===== config.mk =====
export PLATFORM = sky130hd
export DESIGN_NAME = demux_buf
export DESIGN_NICKNAME = d
export VERILOG_FILES = /design/src/rtl/demux_buf.sv
export SDC_FILE = /design/constraint.sdc
export NUM_CORES = 1
export LEC_CHECK = 0
export ABC_AREA = 0
export BUFFER_PORTS_ARGS = -buffer_cell sky130_fd_sc_hd__buf_2
export CORE_UTILIZATION = 45
export CTS_BUF_LIST = sky130_fd_sc_hd__clkbuf_8
export CTS_CLUSTER_SIZE = 16
export DETAILED_ROUTE_END_ITERATION = 8
export PLACE_DENSITY_LB_ADDON = 0.15
export SKIP_LAST_GASP = 1
export SLEW_MARGIN = 30
export SYNTH_ARGS = -nofsm -noshare
export SYNTH_HDL_FRONTEND = slang
export SYNTH_SLANG_ARGS = --single-unit

===== constraint.sdc =====
create_clock -name clk -period 3.17 [get_ports clk]
set_input_delay 0.634 -clock clk [delete_from_list [all_inputs] [get_ports clk]]
set_output_delay 0.634 -clock clk [all_outputs]
set_load 0.03 [all_outputs]

===== src/rtl/demux_buf.sv =====
// Registered 1-to-2 demultiplexer with an independent FIFO per output.
// Optional same-cycle bypass into an empty FIFO: define DEMUX_BUF_BYPASS_EN.
module demux_buf #(
   parameter int WIDTH = 32,
   parameter int DEPTH = 2,
   localparam int CW = $clog2(DEPTH) + 1
) (
   input  logic             clk,
   input  logic             rst_n,
   input  logic             in_valid,
   output logic             in_ready,
   input  logic             in_sel,
   input  logic [WIDTH-1:0] in_data,
   output logic             out1_valid,
   input  logic             out1_ready,
   output logic [WIDTH-1:0] out1_data,
   output logic             out2_valid,
   input  logic             out2_ready,
   output logic [WIDTH-1:0] out2_data,
   output logic [CW-1:0]    out1_count,
   output logic [CW-1:0]    out2_count
);

   localparam int PW = $clog2(DEPTH);
   localparam logic [CW-1:0] FULL = CW'(DEPTH);

   logic [WIDTH-1:0] mem   [2][DEPTH];
   logic [PW-1:0]    wrptr [2];
   logic [PW-1:0]    rdptr [2];
   logic [CW-1:0]    count [2];

   logic [1:0]    push;
   logic [1:0]    pop;
   logic [1:0]    byp;
   logic [1:0]    out_rdy;
   logic [1:0]    sel_oh;
   logic [CW-1:0] sel_count;

   assign out_rdy   = {out2_ready, out1_ready};
   assign sel_oh    = {in_sel, ~in_sel};
   assign sel_count = in_sel ? count[1] : count[0];

   // Depends only on registered occupancy, never on the consumer readies.
   assign in_ready  = rst_n & (sel_count < FULL);

   always_comb begin
      push = '0;
      pop  = '0;
      byp  = '0;
      for (int c = 0; c < 2; c++) begin
`ifdef DEMUX_BUF_BYPASS_EN
         byp[c]  = (count[c] == '0) & in_valid & sel_oh[c] & out_rdy[c];
`endif
         push[c] = in_valid & in_ready & sel_oh[c] & ~byp[c];
         pop[c]  = (count[c] != '0) & out_rdy[c];
      end
   end

   always_ff @(posedge clk or negedge rst_n) begin
      if (!rst_n) begin
         for (int c = 0; c < 2; c++) begin
            for (int i = 0; i < DEPTH; i++) begin
               mem[c][i] <= '0;
            end
            wrptr[c] <= '0;
            rdptr[c] <= '0;
            count[c] <= '0;
         end
      end else begin
         for (int c = 0; c < 2; c++) begin
            if (push[c]) begin
               mem[c][wrptr[c]] <= in_data;
               wrptr[c]         <= wrptr[c] + PW'(1);
            end
            if (pop[c]) begin
               rdptr[c] <= rdptr[c] + PW'(1);
            end
            case ({push[c], pop[c]})
               2'b10:   count[c] <= count[c] + CW'(1);
               2'b01:   count[c] <= count[c] - CW'(1);
               default: count[c] <= count[c];
            endcase
         end
      end
   end

`ifdef DEMUX_BUF_BYPASS_EN
   assign out1_valid = (count[0] != '0) | byp[0];
   assign out2_valid = (count[1] != '0) | byp[1];
   assign out1_data  = byp[0] ? in_data : mem[0][rdptr[0]];
   assign out2_data  = byp[1] ? in_data : mem[1][rdptr[1]];
`else
   assign out1_valid = (count[0] != '0);
   assign out2_valid = (count[1] != '0);
   assign out1_data  = mem[0][rdptr[0]];
   assign out2_data  = mem[1][rdptr[1]];
`endif

   assign out1_count = count[0];
   assign out2_count = count[1];

endmodule


[After elaboration in Yosys (flattened, before gate mapping)]
Index checks and enable logic that the tools add are counted.
Word-level totals
  register bits: 136
  input port bits: 38
  logic and storage cells: 61
Cells by class
  add/subtract/negate cells: 8
  magnitude comparators: 7
  eq/ne operators: 4
  muxes and demuxes: 15
  bitwise operators: 11
  reductions and logical operators: 6
Operators with widths (count)
  32-bit two-way mux: 8
  64-bit bitwise mux: 2
  32-bit demux with 1-bit select: 2
  2-bit >= comparator, second input constant: 4
  1-bit inverter with 2-bit output: 4
  2-bit one-hot mux with 2 select lines: 2
  2-bit nonzero test: 4
  1-bit AND: 6
  1-bit adder, second input constant: 4
  2-bit by 1-bit adder with 2-bit output, second input constant: 2
  2-bit by 1-bit equality test with 1-bit output, second input constant: 2
  2-bit equality test, second input constant: 2
  2-bit by 1-bit less-than comparator with 1-bit output, second input constant: 2
  2-bit by 1-bit subtractor with 2-bit output, second input constant: 2
  1-bit logical AND: 2
  2-bit less-than comparator, second input constant: 1
  2-bit two-way mux: 1
  1-bit inverter: 1

[Longest topological paths before layout]
  depth in word-level cells: 7
  gate-level depth with buffers: 6

[Worst setup path after synthesis]
No wires, ideal clock.
  path type: register -> output
  from: register rdptr[1] in the netlist's numbering
  to: output out1_data[0]
  data arrival time: 1.320 ns
  required time: 2.536 ns
  slack: 1.216 ns
  stages on the path, launching flop included: 4
  cell sequence: dfrtp_1 clkbuf_1 clkbuf_1 mux2_2
On the way
  cells in the longest elaborated chain, start to end: 4
RTL lines
  start, declared: line 29  | logic [PW-1:0] rdptr [2];
  start signal, assigned by index: line 76  | rdptr[c] <= rdptr[c] + PW'(1);
  1-bit inverter with 2-bit output (not written as such): line 95  | assign out1_data = mem[0][rdptr[0]];
  32-bit two-way mux (not written as such) (3 in series): line 95
  end, declared: line 16  | output logic [WIDTH-1:0] out1_data,
No other way between the ends. The select of a mux whose other input is x is not followed.

[Worst setup path after layout]
  from: register rdptr[1] in the netlist's numbering
  to: output out1_data[6]
Same word-level chain as after synthesis.

==> metrics.txt <==
# TYPE chip_impl_metric gauge
chip_impl_info{name="result_of_the_run",value="finished clean"} 1
chip_impl_metric{name="finalWeightedCongestion",unit=""} 0.719
chip_impl_metric{name="synth-edff-count",unit=""} 0
chip_impl_info{name="mostFrequentLayoutCells",value="mux2_2 (152), dfrtp_1 (134), buf_2 (107)"} 1
chip_impl_metric{name="totalWireLength",unit="um"} 11500
chip_impl_metric{name="synth-compound-area-share",unit="%"} 0
chip_impl_metric{name="clock_power_share",unit="%"} 18.4
chip_impl_metric{name="clock.fmax",unit="MHz"} 380
chip_impl_info{name="timing.hold.worst.start",value="in_data[22]"} 1
chip_impl_metric{name="floorplan.core_area",unit="mm2"} 0.0132
chip_impl_metric{name="dp_worst_setup_slack",unit="ns"} 0.820
chip_impl_info{name="rsz_0062_raised_after_global_routing",value="no"} 1
chip_impl_metric{name="seq_power_share",unit="%"} 36.1
chip_impl_info{name="cts_tree",value="done"} 1
chip_impl_metric{name="die_ar",unit="mm2"} 0.0141
chip_impl_metric{name="synth.lib_cells_used.distinct",unit=""} 17
chip_impl_metric{name="cts_max_path_buffers",unit=""} 2
chip_impl_metric{name="syn-cell-area",unit="mm2"} 0.00611
chip_impl_metric{name="timing.final.crit_share",unit="%"} 83.0
chip_impl_metric{name="design.portCount",unit=""} 109
chip_impl_metric{name="ant_nets",unit=""} 0
chip_impl_metric{name="port-buffer-count",unit=""} 108
chip_impl_metric{name="antenna_found_initial",unit=""} 0
chip_impl_metric{name="final.min_clock_period",unit="ns"} 2.63
chip_impl_metric{name="global_route_overflow",unit=""} 0
chip_impl_metric{name="power.density",unit="mW/mm2"} 1230
chip_impl_metric{name="grt_use_total",unit="%"} 17.9
chip_impl_metric{name="power.share.combinational",unit="%"} 45.5
chip_impl_metric{name="async_flop_share",unit="%"} 100
chip_impl_metric{name="grt_first_pass_wirelength",unit="um"} 19100
chip_impl_metric{name="first_global_vias",unit=""} 3619
chip_impl_metric{name="count_of_mapped_cells_out_of_synthesis",unit=""} 378
chip_impl_metric{name="worst_skew_pair.late_latency",unit="ns"} 0.43
chip_impl_info{name="start_kind",value="register"} 1
chip_impl_info{name="layout_commonest_cell",value="mux2_2"} 1
chip_impl_metric{name="cts_sinks",unit=""} 136
chip_impl_info{name="crit_path_end_kind",value="primary output"} 1
chip_impl_info{name="synthFlopType",value="dfrtp_1"} 1
chip_impl_info{name="top_layer",value="met4"} 1
chip_impl_metric{name="netSwitchingFraction",unit="%"} 38.2
chip_impl_metric{name="cts_resized",unit=""} 0
chip_impl_metric{name="detailed_route_wirelength_on_metal3",unit="um"} 508
chip_impl_info{name="r2r_start",value="out1_count[1]"} 1
chip_impl_metric{name="die_w",unit="um"} 119
chip_impl_info{name="root_buffer",value="clkbuf_8"} 1
chip_impl_info{name="largest_family_of_logic_cells_by_synthesized_area",value="multiplexers"} 1
chip_impl_metric{name="postSynthAreaPerCell",unit="um2"} 16.2
chip_impl_metric{name="power.net_switching",unit="mW"} 3.40
chip_impl_metric{name="cts.htree.levels",unit=""} 4
chip_impl_metric{name="met2RoutedLength",unit="um"} 5450
chip_impl_metric{name="synthAdderAreaFrac",unit="%"} 0.409
chip_impl_metric{name="drt-met1-wl",unit="um"} 5460
chip_impl_metric{name="timing.hold.worst_path_depth",unit=""} 2
chip_impl_metric{name="synth_xor_xnor_area_share",unit="%"} 1.43
chip_impl_metric{name="finClkSkew",unit="ns"} 0.00550
chip_impl_metric{name="power.static_leakage",unit="nW"} 3.49
chip_impl_info{name="path_class",value="register to primary output"} 1
chip_impl_metric{name="synth_mux_area_share",unit="%"} 38.0
chip_impl_metric{name="fin_tns_setup",unit="ns"} 0
chip_impl_metric{name="fin_ws",unit="ns"} 0.540
chip_impl_metric{name="max_cap_violations",unit=""} 0
chip_impl_metric{name="hpwl",unit="um"} 7380
chip_impl_metric{name="n_antenna_cell",unit=""} 0
chip_impl_info{name="worst_hold_path.endpoint",value="mem[22]"} 1
chip_impl_metric{name="std_cell_rows",unit=""} 42
chip_impl_metric{name="drtIter0Drc",unit=""} 135
chip_impl_metric{name="tightestPinTransition",unit="ns"} 0.870
chip_impl_metric{name="yosys_register_bits",unit=""} 136
chip_impl_info{name="worstReg2RegEnd",value="mem[114]"} 1
chip_impl_metric{name="worstPathArrival",unit="ns"} 2.00
chip_impl_info{name="hold_class",value="primary input to register"} 1
chip_impl_metric{name="timing.reg2reg.setup_slack",unit="ns"} 1.25
chip_impl_metric{name="drt_first_pass_iters",unit=""} 4
chip_impl_metric{name="timing_max_transition_violations_final",unit=""} 0
chip_impl_metric{name="critical_path_peak_fanout",unit=""} 33
chip_impl_metric{name="ys.warnings.count",unit=""} 0
chip_impl_metric{name="post_dp_cell_area",unit="mm2"} 0.00676
chip_impl_metric{name="worst_r2r_path_depth",unit=""} 4
chip_impl_metric{name="path_clk_slew",unit="ns"} 0.07
chip_impl_metric{name="area_growth_syn_to_layout",unit="%"} 18.5
chip_impl_metric{name="number_of_endpoints_failing_setup_at_the_final_stage",unit=""} 0
chip_impl_metric{name="synth_fp_nets",unit=""} 418
chip_impl_metric{name="final-hold-violation-count",unit=""} 0
chip_impl_metric{name="post-route-drc-count",unit=""} 0
chip_impl_metric{name="post_drt_wl_per_cell",unit="um"} 17.0
chip_impl_metric{name="final_layout_size_suffix_gt1_share",unit="%"} 68.5
chip_impl_metric{name="yosys.area_share.simple",unit="%"} 1.66
chip_impl_metric{name="vdd_drop_max",unit="uV"} 621
chip_impl_metric{name="routed_via_count_divided_by_cell_count",unit=""} 5.05
chip_impl_metric{name="grt_max_degree",unit=""} 74
chip_impl_metric{name="internal_power",unit="mW"} 5.49
chip_impl_metric{name="synth.yosys.seq_area_share",unit="%"} 55.7
chip_impl_metric{name="final_nets",unit=""} 528
chip_impl_metric{name="final_design_area_no_fill",unit="mm2"} 0.00725
chip_impl_metric{name="starting_utilization_of_the_core_area",unit="%"} 46.2
chip_impl_metric{name="timing.slew.headroom",unit="%"} 42.0
chip_impl_metric{name="critical_path_required",unit="ns"} 2.54
chip_impl_metric{name="dr_total_vias",unit=""} 3418
chip_impl_metric{name="fp.dieH",unit="um"} 119
chip_impl_metric{name="cts_made_buffers",unit=""} 17
per-layer routing:
layer | vias up | global-route usage (%)
met5 | - | 0
met4 | 0 | 5.70
met3 | 10 | 5.45
met2 | 76 | 27.7
met1 | 1768 | 23.9
li1 | 1564 | -
power groups by stage:
stage / clock [mW] / combinational [mW] / sequential, mW
after global placement: 0 / 4.02 / 3.20
after CTS: 1.68 / 4.09 / 3.23
after global routing: 1.76 / 4.28 / 3.36
after floorplan: 0 / 3.30 / 2.97
final: 1.64 / 4.04 / 3.21
after detailed placement: 0 / 4.08 / 3.25
worst max-delay path by stage:
stage                     startpoint       endpoint  slack (ns)  cells after the start
after floorplan             rdptr[1]   out1_data[0]        1.22                      3
after global placement      in_valid         mem[0]        0.75                      4
after detailed placement      in_sel        mem[84]        0.82                      4
after CTS                   rdptr[1]  out1_data[26]        0.47                      2
after global routing        rdptr[1]   out1_data[0]        0.41                      2
final                       rdptr[1]   out1_data[6]        0.54                      2
logic make-up (layout without fill, tap and decap cells):
logic type / Yosys count / count (layout)
and+or+nand+nor: 13 / 13
adders and majority gates: 2 / 2
DFF: 136 / 136
muxes: 193 / 193
buffers and inverters: 24 / 147
xor gates and xnor gates: 10 / 10
synth_stat cells, drive strengths merged (2+ instances only):
cell type	n	area share, %
xnor2	6	0.86
clkbuf	8	0.49
and2	3	0.31
nor2	4	0.25
inv	2	0.12
mux2	192	38
dfrtp	136	56
ha	2	0.41
or2	4	0.41
xor2	4	0.57
buf	14	2.2
state kept, by name, summed over array words and instances, names as in the netlist:
signal	cells
mem	128
out1_count	2
out2_count	2
rdptr	2
wrptr	2
through the flow:
| step | hold slack (ns) | util, % | instances | total power, mW |
|---|---|---|---|---|
| 6_report | 0.474 | 54.7 | 677 | 8.89 |
| 5_1_grt | 0.448 | 54.7 | 677 | 9.39 |
| 4_1_cts | 0.445 | 54.7 | 677 | 9.00 |
| 2_1_floorplan | 0.338 | - | 378 | 6.27 |
| 3_5_place_dp | 0.443 | 51.1 | 644 | 7.33 |
| 3_3_place_gp | 0.440 | 51.1 | 644 | 7.22 |
cell type report:
type                    instances  area [um2]
fillers                      1138        6000
flip-flops and latches        136        3410
multi-input cells             218        2560
repair buffers                113         591
clock buffers                  21         289
well taps                     176         220
clock inverters                11         176
inverters                       2        7.51
worst max-delay path, cell delays in order (launching register included):
cell and delay, ns:
dfrtp_2 0.94, mux2_2 0.43, buf_2 0.19
repair_timing:
item                                   in CTS  in global routing
hold buffers                                1                  0
setup buffers                               0                  0
endpoints found under the hold margin       3                  0
setup endpoints to repair                   0                  0
Power figures use the tool's default switching activity.
